--- config.mk ---
export PLATFORM = sky130hd
export DESIGN_NAME = mc_control_flat
export DESIGN_NICKNAME = d
export VERILOG_FILES = /design/src/rtl/mc_control_if.sv /design/src/rtl/mc_control.sv /design/src/flat_wrapper.sv
export SDC_FILE = /design/constraint.sdc
export NUM_CORES = 1
export LEC_CHECK = 0
export CAP_MARGIN = 0
export CORE_AREA = 2 2 49 51
export CTS_BUF_LIST = sky130_fd_sc_hd__clkbuf_4 sky130_fd_sc_hd__clkbuf_8
export DETAILED_ROUTE_END_ITERATION = 12
export DIE_AREA = 0 0 51 53
export PLACE_DENSITY_LB_ADDON = 0.08
export SLEW_MARGIN = 20
export SYNTH_ARGS = -nofsm -noshare
export SYNTH_HDL_FRONTEND = slang
export SYNTH_SLANG_ARGS = --single-unit
--- constraint.sdc ---
create_clock -name i_clk -period 3.4 [get_ports i_clk]
set_input_delay 0.68 -clock i_clk [delete_from_list [all_inputs] [get_ports i_clk]]
set_output_delay 0.68 -clock i_clk [all_outputs]
set_load 0.01 [all_outputs]
--- src/rtl/mc_control_if.sv ---
// ---------------------------------------------------------------------------
// mc_control_if -- memory request/acknowledge handshake between the
// multi-cycle controller and the instruction/data memory.
//   mem_req    : access request, held until mem_ready
//   mem_wr_en  : write strobe, qualifies mem_req
//   mem_ready  : memory acknowledge for the current request
// Modports: master = controller side, slave = memory side.
// ---------------------------------------------------------------------------
interface mc_control_if;
    logic mem_req;
    logic mem_wr_en;
    logic mem_ready;

    modport master (output mem_req, output mem_wr_en, input  mem_ready);
    modport slave  (input  mem_req, input  mem_wr_en, output mem_ready);
endinterface

--- src/rtl/mc_control.sv ---
// ---------------------------------------------------------------------------
// mc_control -- multi-cycle MIPS-style control FSM (IF/ID/EX/MEM/WB/ERR).
// Ports:
//   i_clk, i_rst_n      : clock, async active-low reset
//   mem                 : memory handshake (master modport)
//   i_opcode, i_func    : IR fields, latched in ID
//   i_zero              : ALU zero flag, used in EX for BEQ
//   o_ir_ld_en          : load IR
//   o_pc_ld_en/o_pc_sel : PC update strobe / 0 = PC+4, 1 = branch target
//   o_alu_func          : ALU operation
//   o_alu_bin_sel       : 0 = reg B, 1 = immediate
//   o_rf_wr_en          : register-file write
//   o_rf_wr_addr_sel    : 0 = rd, 1 = rt
//   o_rf_wr_data_sel    : 0 = ALU_out, 1 = MEM_out
//   o_state             : current state (debug)
//   o_err               : sticky memory-timeout flag
// ---------------------------------------------------------------------------
module mc_control (
    input  logic         i_clk,
    input  logic         i_rst_n,
    mc_control_if.master mem,
    input  logic [5:0]   i_opcode,
    input  logic [5:0]   i_func,
    input  logic         i_zero,
    output logic         o_ir_ld_en,
    output logic         o_pc_ld_en,
    output logic         o_pc_sel,
    output logic [3:0]   o_alu_func,
    output logic         o_alu_bin_sel,
    output logic         o_rf_wr_en,
    output logic         o_rf_wr_addr_sel,
    output logic         o_rf_wr_data_sel,
    output logic [2:0]   o_state,
    output logic         o_err
);
    typedef enum logic [2:0] {
        S_IF  = 3'd0,
        S_ID  = 3'd1,
        S_EX  = 3'd2,
        S_MEM = 3'd3,
        S_WB  = 3'd4,
        S_ERR = 3'd5
    } state_t;

    localparam logic [5:0] OP_RTYPE = 6'b100000;
    localparam logic [5:0] OP_ADDI  = 6'b110000;
    localparam logic [5:0] OP_LW    = 6'b001111;
    localparam logic [5:0] OP_SW    = 6'b011111;
    localparam logic [5:0] OP_BEQ   = 6'b000000;
    localparam logic [5:0] OP_B     = 6'b111111;

    state_t     r_state, w_next;
    logic [5:0] r_op, r_func;
    logic [3:0] r_wait;

    logic w_rtype, w_addi, w_lw, w_sw, w_beq, w_b, w_timeout;
    logic w_mem_req, w_mem_wr_en, w_ir_ld_en, w_pc_ld_en, w_pc_sel;
    logic [3:0] w_alu_func;
    logic w_alu_bin_sel, w_rf_wr_en, w_rf_wr_addr_sel, w_rf_wr_data_sel, w_err;
    logic w_unused;

    // Only the low four Func bits drive the ALU.
    assign w_unused = ^r_func[5:4];

    assign w_rtype   = (r_op == OP_RTYPE);
    assign w_addi    = (r_op == OP_ADDI);
    assign w_lw      = (r_op == OP_LW);
    assign w_sw      = (r_op == OP_SW);
    assign w_beq     = (r_op == OP_BEQ);
    assign w_b       = (r_op == OP_B);
    // Saturated wait with no acknowledge this cycle; an ack on the same cycle wins.
    assign w_timeout = (r_wait == 4'd15) && !mem.mem_ready;

    always_ff @(posedge i_clk or negedge i_rst_n) begin
        if (!i_rst_n) begin
            r_state <= S_IF;
            r_op    <= '0;
            r_func  <= '0;
            r_wait  <= '0;
        end else begin
            r_state <= w_next;
            if (r_state == S_ID) begin
                r_op   <= i_opcode;
                r_func <= i_func;
            end
            if (mem.mem_ready || (w_next != r_state))
                r_wait <= '0;
            else if ((r_state == S_IF) || (r_state == S_MEM))
                r_wait <= r_wait + 4'd1;
        end
    end

    always_comb begin
        w_next           = S_IF;
        w_mem_req        = 1'b0;
        w_mem_wr_en      = 1'b0;
        w_ir_ld_en       = 1'b0;
        w_pc_ld_en       = 1'b0;
        w_pc_sel         = 1'b0;
        w_alu_func       = 4'b0000;
        w_alu_bin_sel    = 1'b0;
        w_rf_wr_en       = 1'b0;
        w_rf_wr_addr_sel = 1'b0;
        w_rf_wr_data_sel = 1'b0;
        w_err            = 1'b0;

        // ALU controls are held through EX/MEM/WB so the datapath result stays stable.
        if ((r_state == S_EX) || (r_state == S_MEM) || (r_state == S_WB)) begin
            if (w_rtype)    w_alu_func = r_func[3:0];
            else if (w_beq) w_alu_func = 4'b0001;
            w_alu_bin_sel = w_addi || w_lw || w_sw;
        end

        case (r_state)
            S_IF: begin
                w_mem_req = 1'b1;
                if (mem.mem_ready) begin
                    w_ir_ld_en = 1'b1;
                    w_next     = S_ID;
                end else begin
                    w_next = w_timeout ? S_ERR : S_IF;
                end
            end
            S_ID: w_next = S_EX;
            S_EX: begin
                if (w_rtype || w_addi)   w_next = S_WB;
                else if (w_lw || w_sw)   w_next = S_MEM;
                else begin
                    // BEQ, B and illegal opcodes all retire here.
                    w_pc_ld_en = 1'b1;
                    w_pc_sel   = w_b || (w_beq && i_zero);
                    w_next     = S_IF;
                end
            end
            S_MEM: begin
                w_mem_req   = 1'b1;
                w_mem_wr_en = w_sw;
                if (mem.mem_ready) begin
                    if (w_lw) begin
                        w_next = S_WB;
                    end else begin
                        w_pc_ld_en = 1'b1;
                        w_next     = S_IF;
                    end
                end else begin
                    w_next = w_timeout ? S_ERR : S_MEM;
                end
            end
            S_WB: begin
                w_rf_wr_en       = 1'b1;
                w_rf_wr_data_sel = w_lw;
                w_rf_wr_addr_sel = !w_rtype;
                w_pc_ld_en       = 1'b1;
                w_next           = S_IF;
            end
            S_ERR: begin
                w_err  = 1'b1;
                w_next = S_ERR;
            end
            default: w_next = S_IF;
        endcase
    end

    // Outputs are forced low while reset is held, even though the state reads IF.
    assign mem.mem_req      = i_rst_n & w_mem_req;
    assign mem.mem_wr_en    = i_rst_n & w_mem_wr_en;
    assign o_ir_ld_en       = i_rst_n & w_ir_ld_en;
    assign o_pc_ld_en       = i_rst_n & w_pc_ld_en;
    assign o_pc_sel         = i_rst_n & w_pc_sel;
    assign o_alu_func       = i_rst_n ? w_alu_func : 4'b0000;
    assign o_alu_bin_sel    = i_rst_n & w_alu_bin_sel;
    assign o_rf_wr_en       = i_rst_n & w_rf_wr_en;
    assign o_rf_wr_addr_sel = i_rst_n & w_rf_wr_addr_sel;
    assign o_rf_wr_data_sel = i_rst_n & w_rf_wr_data_sel;
    assign o_err            = i_rst_n & w_err;
    assign o_state          = r_state;
endmodule
--- src/flat_wrapper.sv ---
// flat-port wrapper written by rule: the top's interface ports become plain ports
module mc_control_flat 
  (i_clk, i_rst_n, i_opcode, i_func, i_zero, o_ir_ld_en, o_pc_ld_en, o_pc_sel, o_alu_func, o_alu_bin_sel, o_rf_wr_en, o_rf_wr_addr_sel, o_rf_wr_data_sel, o_state, o_err, mem_mem_req, mem_mem_wr_en, mem_mem_ready);
  mc_control_if mem_i ();
  input  logic i_clk;
  input  logic i_rst_n;
  input  logic [5:0] i_opcode;
  input  logic [5:0] i_func;
  input  logic i_zero;
  output logic o_ir_ld_en;
  output logic o_pc_ld_en;
  output logic o_pc_sel;
  output logic [3:0] o_alu_func;
  output logic o_alu_bin_sel;
  output logic o_rf_wr_en;
  output logic o_rf_wr_addr_sel;
  output logic o_rf_wr_data_sel;
  output logic [2:0] o_state;
  output logic o_err;
  output wire logic [$bits(mem_i.mem_req)-1:0] mem_mem_req;
  output wire logic [$bits(mem_i.mem_wr_en)-1:0] mem_mem_wr_en;
  input wire logic [$bits(mem_i.mem_ready)-1:0] mem_mem_ready;
  assign mem_mem_req = mem_i.mem_req;
  assign mem_mem_wr_en = mem_i.mem_wr_en;
  assign mem_i.mem_ready = mem_mem_ready;
  mc_control u_core (.i_clk(i_clk), .i_rst_n(i_rst_n), .mem(mem_i), .i_opcode(i_opcode), .i_func(i_func), .i_zero(i_zero), .o_ir_ld_en(o_ir_ld_en), .o_pc_ld_en(o_pc_ld_en), .o_pc_sel(o_pc_sel), .o_alu_func(o_alu_func), .o_alu_bin_sel(o_alu_bin_sel), .o_rf_wr_en(o_rf_wr_en), .o_rf_wr_addr_sel(o_rf_wr_addr_sel), .o_rf_wr_data_sel(o_rf_wr_data_sel), .o_state(o_state), .o_err(o_err));
endmodule
==> reports/qor.yml, run 1 <==
status:
  outcome: "complete, no violations"
setup_path:
  critPathBufInv: 3
  arrival_ps: 2470
  critical_path.top_delay_family: "buffers and inverters"
  reg2regPathDepth: 3
  reg2reg_slack_ps: 1630
  r2r-start: "u_core.o_state[0]"
  crit_path_start_kind: "primary input"
  critical_path.max_stage_delay_ps: 580
  path_max_fanout: 6
  required_ps: 2720
  timing.critical_path.mode_cell: "clkdlybuf4s50_1"
  crit_slowest_cell: "clkdlybuf4s50_1"
  path_cells: "clkdlybuf4s50_1 > nand2_1 > or3_1 > inv_1 > o21a_1 > clkdlybuf4s50_1"
  crit_type: "primary input to output pin"
  endpoint_kind: "output pin"
  worstReg2RegEnd: "u_core.r_wait[3]"
sta:
  fin_crit_sh_pct: 92.7
  final_max_slew_viol_count: 0
  worst_slew_pin_slew_ps: 538
  fmax_mhz: 317
  fin_skew_ps: 5.55
  timing.final.ws_setup_ps: 248
  setup_viol: 0
  rsz0062_at_grt: "no"
  slew_headroom_pct: 64.0
  final_hold_viol_count: 0
  fin_tns_setup_ps: 0
  min_period_ps: 3150
synthesis:
  synth_async_sr_flop_share_pct: 100
  ys.flop_type: "dfrtp_1"
  yosys_warnings: 0
  yosysMostFrequentCell: "dfrtp_1"
  synth_cell_type_count: 41
  synth_area_sq_um: 1070
  avgSynthCellArea_sq_um: 9.59
  synthCells: 112
  synthTopCellsByArea: "dfrtp_1 40%, mux2_2 10%, a221oi_1 2.4%"
  seq_area_frac_synth_pct: 39.6
  syn_nets: 129
  synthTopCellsByCount: "17 x dfrtp_1, 10 x mux2_2, 6 x clkbuf_1, 6 x inv_1"
  synth-seq-cells: 17
  yosysTopAreaCellShare_pct: 39.6
  synth_area_leader_cell: "dfrtp_1"
  synth_enable_flop_cells: 0
clock_network:
  cts_resized: 0
  cts_hold_buf: 0
  clock_latency_ps: 290
  h-tree-depth: 1
  cts.root.buffer_cell: "clkbuf_4"
  postCtsSetupBuffers: 0
  cts-buffers-inserted: 3
  path_clk_slew_ps: 100
  clockBufferDepth: 2
  cts.sinks: 17
  cts_tree: "built"
die:
  start_util_pct: 50.0
  design.die.area_sq_um: 2700
  core_sq_um: 2150
  rows: 17
  die_y_um: 53
  io-pin-count: 33
  die-width_um: 51
layout:
  drive_above_1_share_pct: 16.6
  n_antenna_cell: 0
  area_growth_pct: 35.7
  nFillCells: 189
  fin_nets: 163
global_routing:
  grt_first_pass_wirelength_mm: 4.50
  first_global_vias: 995
  grt-ovfl-total: 0
  antenna_found_initial: 0
  grt_usage_pct: 22.6
  grt_max_degree: 17
hold_path:
  hold_path.class: "flop to flop"
  hp-start: "u_core.r_func[1]"
  hold_path_end: "u_core.r_func[1]"
  hold-path-cell-count: 1
flow_run:
  max_cap_viol_count: 0
placement:
  dp_slack_ps: 263
  hpwl_mm: 1.88
  globalplace.congestion: 0.781
  io_buffer_count: 30
route:
  vias: 999
  drtPass1Iterations: 4
  drc: 0
  wire_per_inst_um: 14.5
  routed_wl_mm: 2.51
  drtIter0Drc: 23
  antenna_left: 0
  vias_per_cell: 5.77
pwr:
  pwr_density_cell_nw_per_um2: 644
  ir_worst_vdd_mv: 0.509
  leakage_uw: 0.000560
==> cell type report <==
cell class / instances / area, sq um / area share [%]
Multi-Input combinational cell: 82 / 598 / 41.1
Inverter: 6 / 22.5 / 1.55
Sequential cell: 17 / 425 / 29.2
Timing Repair Buffer: 36 / 345 / 23.7
Tap cell: 28 / 35.0 / 2.41
Clock buffer: 4 / 30.0 / 2.06
==> stage by stage <==
| stage | instances | hold WS, ps | utilization (%) | area, sq um | power, uW |
|---|---|---|---|---|---|
| floorplan | 112 | 384 | - | 1070 | 676 |
| global placement | 169 | 493 | 66.4 | 1430 | 803 |
| detailed placement | 169 | 501 | 66.4 | 1430 | 825 |
| CTS | 173 | 525 | 67.8 | 1460 | 946 |
| global route | 173 | 546 | 67.8 | 1460 | 1020 |
| finish | 173 | 520 | 67.8 | 1460 | 937 |
==> routing by layer <==
| layer | vias to the layer above | routed length, um | GRT usage, % |
|---|---|---|---|
| met4 | 0 | 34 | 9.46 |
| li1 | 490 | - | - |
| met1 | 474 | 1100 | 27.7 |
| met5 | - | 0 | 0 |
| met2 | 31 | 1270 | 39.4 |
| met3 | 4 | 108 | 3.67 |
==> worst max path at each step <==
stage                      start                to  slack [ps]  cells after the start
5_1_grt        u_core.o_state[1]     o_alu_func[1]          90                      5
3_3_place_gp             i_rst_n  o_rf_wr_addr_sel         260                      6
6_report                 i_rst_n  o_rf_wr_addr_sel         250                      6
3_5_place_dp             i_rst_n  o_rf_wr_data_sel         260                      5
2_1_floorplan  u_core.o_state[1]     o_alu_func[0]        1200                      4
4_1_cts                  i_rst_n  o_rf_wr_data_sel         240                      5
==> power by group <==
group          internal [uW]  switching [uW]  leakage [uW]
Clock                   53.6            61.1     0.0000184
Sequential               282             126      0.000212
Combinational            230             185      0.000330
==> cells by family after synthesis <==
kind of cell    after synthesis  synth area share [%]
simple gates                 45                  25.2
compound gates               24                  17.1
flops                        17                  39.6
buf+inv                      13                  4.66
mux                          11                  11.4
xor+xnor                      1                 0.816
fa+ha+maj                     1                  1.17
==> cells in the final DEF (no fill, tap or decap), types with 2 or more instances in the layout <==
cell / Yosys / final
a21boi_0: 2 / 2
a221oi_1: 3 / 3
a31oi_1: 2 / 2
and4b_1: 2 / 2
buf_4: 0 / 6
clkbuf_4: 0 / 4
clkdlybuf4s50_1: 0 / 30
dfrtp_1: 17 / 17
inv_1: 6 / 6
mux2_2: 10 / 10
nand2_1: 5 / 5
nand2b_1: 3 / 3
nand3_1: 5 / 5
nand3b_1: 2 / 2
nand4_1: 2 / 2
nor2_1: 5 / 5
nor2b_1: 2 / 2
nor3_1: 3 / 3
nor3b_1: 2 / 2
nor4_1: 4 / 4
o211ai_1: 2 / 2
o21ai_0: 3 / 3
o31ai_1: 3 / 3
or3_1: 2 / 2
or4_1: 3 / 3
==> flip-flops by register name, summed over array words and instances (netlist names) <==
signal          count
u_core.r_wait       4
u_core.o_state      3
u_core.r_op         6
u_core.r_func       4
Power figures use the tool's default switching activity.
==> inputs of run 2 (changes only) <==
Settings changed: GPL_TIMING_DRIVEN from default to 0.
==> reports/qor.yml, run 2 (synthesis results as in run 1) <==
global_routing:
  first_global_vias: 956  # was 995
  grt_usage_pct: 20.5  # was 22.6%
  antenna_found_initial: 0  # unchanged
  grt_max_degree: 24  # was 17
  grt-ovfl-total: 0  # unchanged
  grt_first_pass_wirelength_mm: 4.08  # was 4.50 mm
sta:
  fin_skew_ps: 7.82  # was 5.55 ps
  min_period_ps: 3180  # was 3150 ps
  final_hold_viol_count: 0  # unchanged
  fin_crit_sh_pct: 93.6  # was 92.7%
  fin_tns_setup_ps: 0  # unchanged
  rsz0062_at_grt: "no"  # unchanged
  slew_headroom_pct: 54.0  # was 64.0%
  fmax_mhz: 314  # was 317 MHz
  final_max_slew_viol_count: 0  # unchanged
  hold_ws_ps: 322  # was 520 ps
  setup_viol: 0  # unchanged
  worst_slew_pin_slew_ps: 684  # was 538 ps
pwr:
  leakage_uw: 0.000539  # was 0.000560 uW
  pwr_density_cell_nw_per_um2: 664  # was 644 nW/um^2
  ir_worst_vdd_mv: 0.553  # was 0.509 mV
clock_network:
  path_clk_slew_ps: 110  # was 100 ps
  cts.sinks: 17  # unchanged
  clock_latency_ps: 300  # was 290 ps
  cts_tree: "built"  # unchanged
  cts.root.buffer_cell: "clkbuf_4"  # unchanged
  h-tree-depth: 1  # unchanged
  cts_hold_buf: 0  # unchanged
  clockBufferDepth: 2  # unchanged
  postCtsSetupBuffers: 0  # unchanged
  cts-buffers-inserted: 3  # unchanged
route:
  drtIter0Drc: 16  # was 23
  routed_wl_mm: 2.46  # was 2.51 mm
  vias: 1027  # was 999
  drc: 0  # unchanged
  wire_per_inst_um: 14.2  # was 14.5 um
  drtPass1Iterations: 4  # unchanged
  antenna_left: 0  # unchanged
  vias_per_cell: 5.94  # was 5.77
layout:
  final_common_cell: "clkdlybuf4s50_1"  # unchanged
  final_area_sq_um: 1420  # was 1460 sq um
  largest_reg_flops: 6  # unchanged
  area_growth_pct: 32.6  # was 35.7%
  n_antenna_cell: 0  # unchanged
  final_cell_mix: "28 x clkdlybuf4s50_1, 17 x dfrtp_1, 10 x mux2_2"  # was 30 x clkdlybuf4s50_1, 17 x dfrtp_1, 10 x mux2_2
  fin_nets: 163  # unchanged
  drive_above_1_share_pct: 13.8  # was 16.6%
  top_regs: "u_core.r_op (6), u_core.r_func (4), u_core.r_wait (4)"  # unchanged
  nFillCells: 187  # was 189
  top_register: "u_core.r_op"  # unchanged
setup_path:
  reg2reg_slack_ps: 1660  # was 1630 ps
  required_ps: 2720  # about the same
  crit_slowest_cell: "clkdlybuf4s50_1"  # unchanged
  endpoint_kind: "output pin"  # unchanged
  crit_path_start_kind: "primary input"  # unchanged
  path_cells: "buf_2 > o21ai_0 > a2111oi_1 > clkdlybuf4s50_1"  # was clkdlybuf4s50_1 > nand2_1 > or3_1 > inv_1 > o21a_1 > clkdlybuf4s50_1
  path_max_fanout: 23  # was 6
  crit_type: "primary input to output pin"  # unchanged
  critical_path.max_stage_delay_ps: 610  # was 580 ps
  arrival_ps: 2500  # was 2470 ps
hold_path:
  hold_path.class: "primary input to asynchronous set/reset pin"  # was flop to flop
placement:
  hpwl_mm: 1.83  # was 1.88 mm
  dpl_cell_area_sq_um: 1400  # was 1430 sq um
  globalplace.congestion: 0.808  # was 0.781
  io_buffer_count: 29  # was 30
die:
  start_util_pct: 50.0  # unchanged
  rows: 17  # unchanged
  die-width_um: 51  # unchanged
  design.die.area_sq_um: 2700  # unchanged
  core_sq_um: 2150  # unchanged
  die_y_um: 53  # unchanged
  io-pin-count: 33  # unchanged
status:
  outcome: "complete, no violations"  # unchanged
flow_run:
  max_cap_viol_count: 0  # unchanged
## run 2: layout make-up
type                       count  area, sq um  area share [%]
inverter                       6         22.5            1.58
tap                           28         35.0            2.46
clock buffer                   4         30.0            2.11
sequential                    17          425            29.9
buffer                         7         27.5            1.93
timing repair buffer          29          285            20.0
multi-input combinational     82          598            42.0
## run 2: power by group
part | internal (uW) | switching, uW
Clock | 53.7 | 67.5
Sequential | 283 | 68.9
Combinational | 228 | 245
Total | 564 | 382
## run 2: metal layers
layer	wire length (um)	share of wire, %	vias to the layer above	track usage [%]
met2	1210	49	25	34.2
met3	117	4.8	5	3.39
met4	43	1.7	0	10.8
met5	0	0	-	0
met1	1100	44	500	25.3
li1	-	-	497	-
## run 2: final timing paths
path / startpoint / end / cells after the start
min in group i_clk: u_core.r_func[1] / u_core.r_func[1] / 1
max reg2reg: u_core.o_state[2] / u_core.r_wait[0] / 4
min reg2reg: u_core.r_func[1] / u_core.r_func[1] / 1
max in group asynchronous: i_rst_n / u_core.r_op[5] / 1
min: i_rst_n / u_core.r_wait[1] / 1
max: i_rst_n / o_alu_func[0] / 4
## run 2: repair_timing
action                                 in CTS  in global routing
setup endpoints to repair                  11                  1
endpoints found under the hold margin       0                  0
resized for setup                           3                  2
## run 2: worst max-delay path, delay by kind of cell
| kind | cells | cell delay, ps |
|---|---|---|
| buf+inv | 2 | 1000 |
| compound gates | 2 | 810 |
## run 2: stage by stage
stage	cells	setup WS [ps]	utilization [%]	total power [uW]
2_1_floorplan	112	1200	-	676
3_3_place_gp	169	-684	65.1	808
3_5_place_dp	169	-685	65.1	830
4_1_cts	173	6.88	66.6	949
5_1_grt	173	83.7	66.3	1020
6_report	173	219	66.3	946
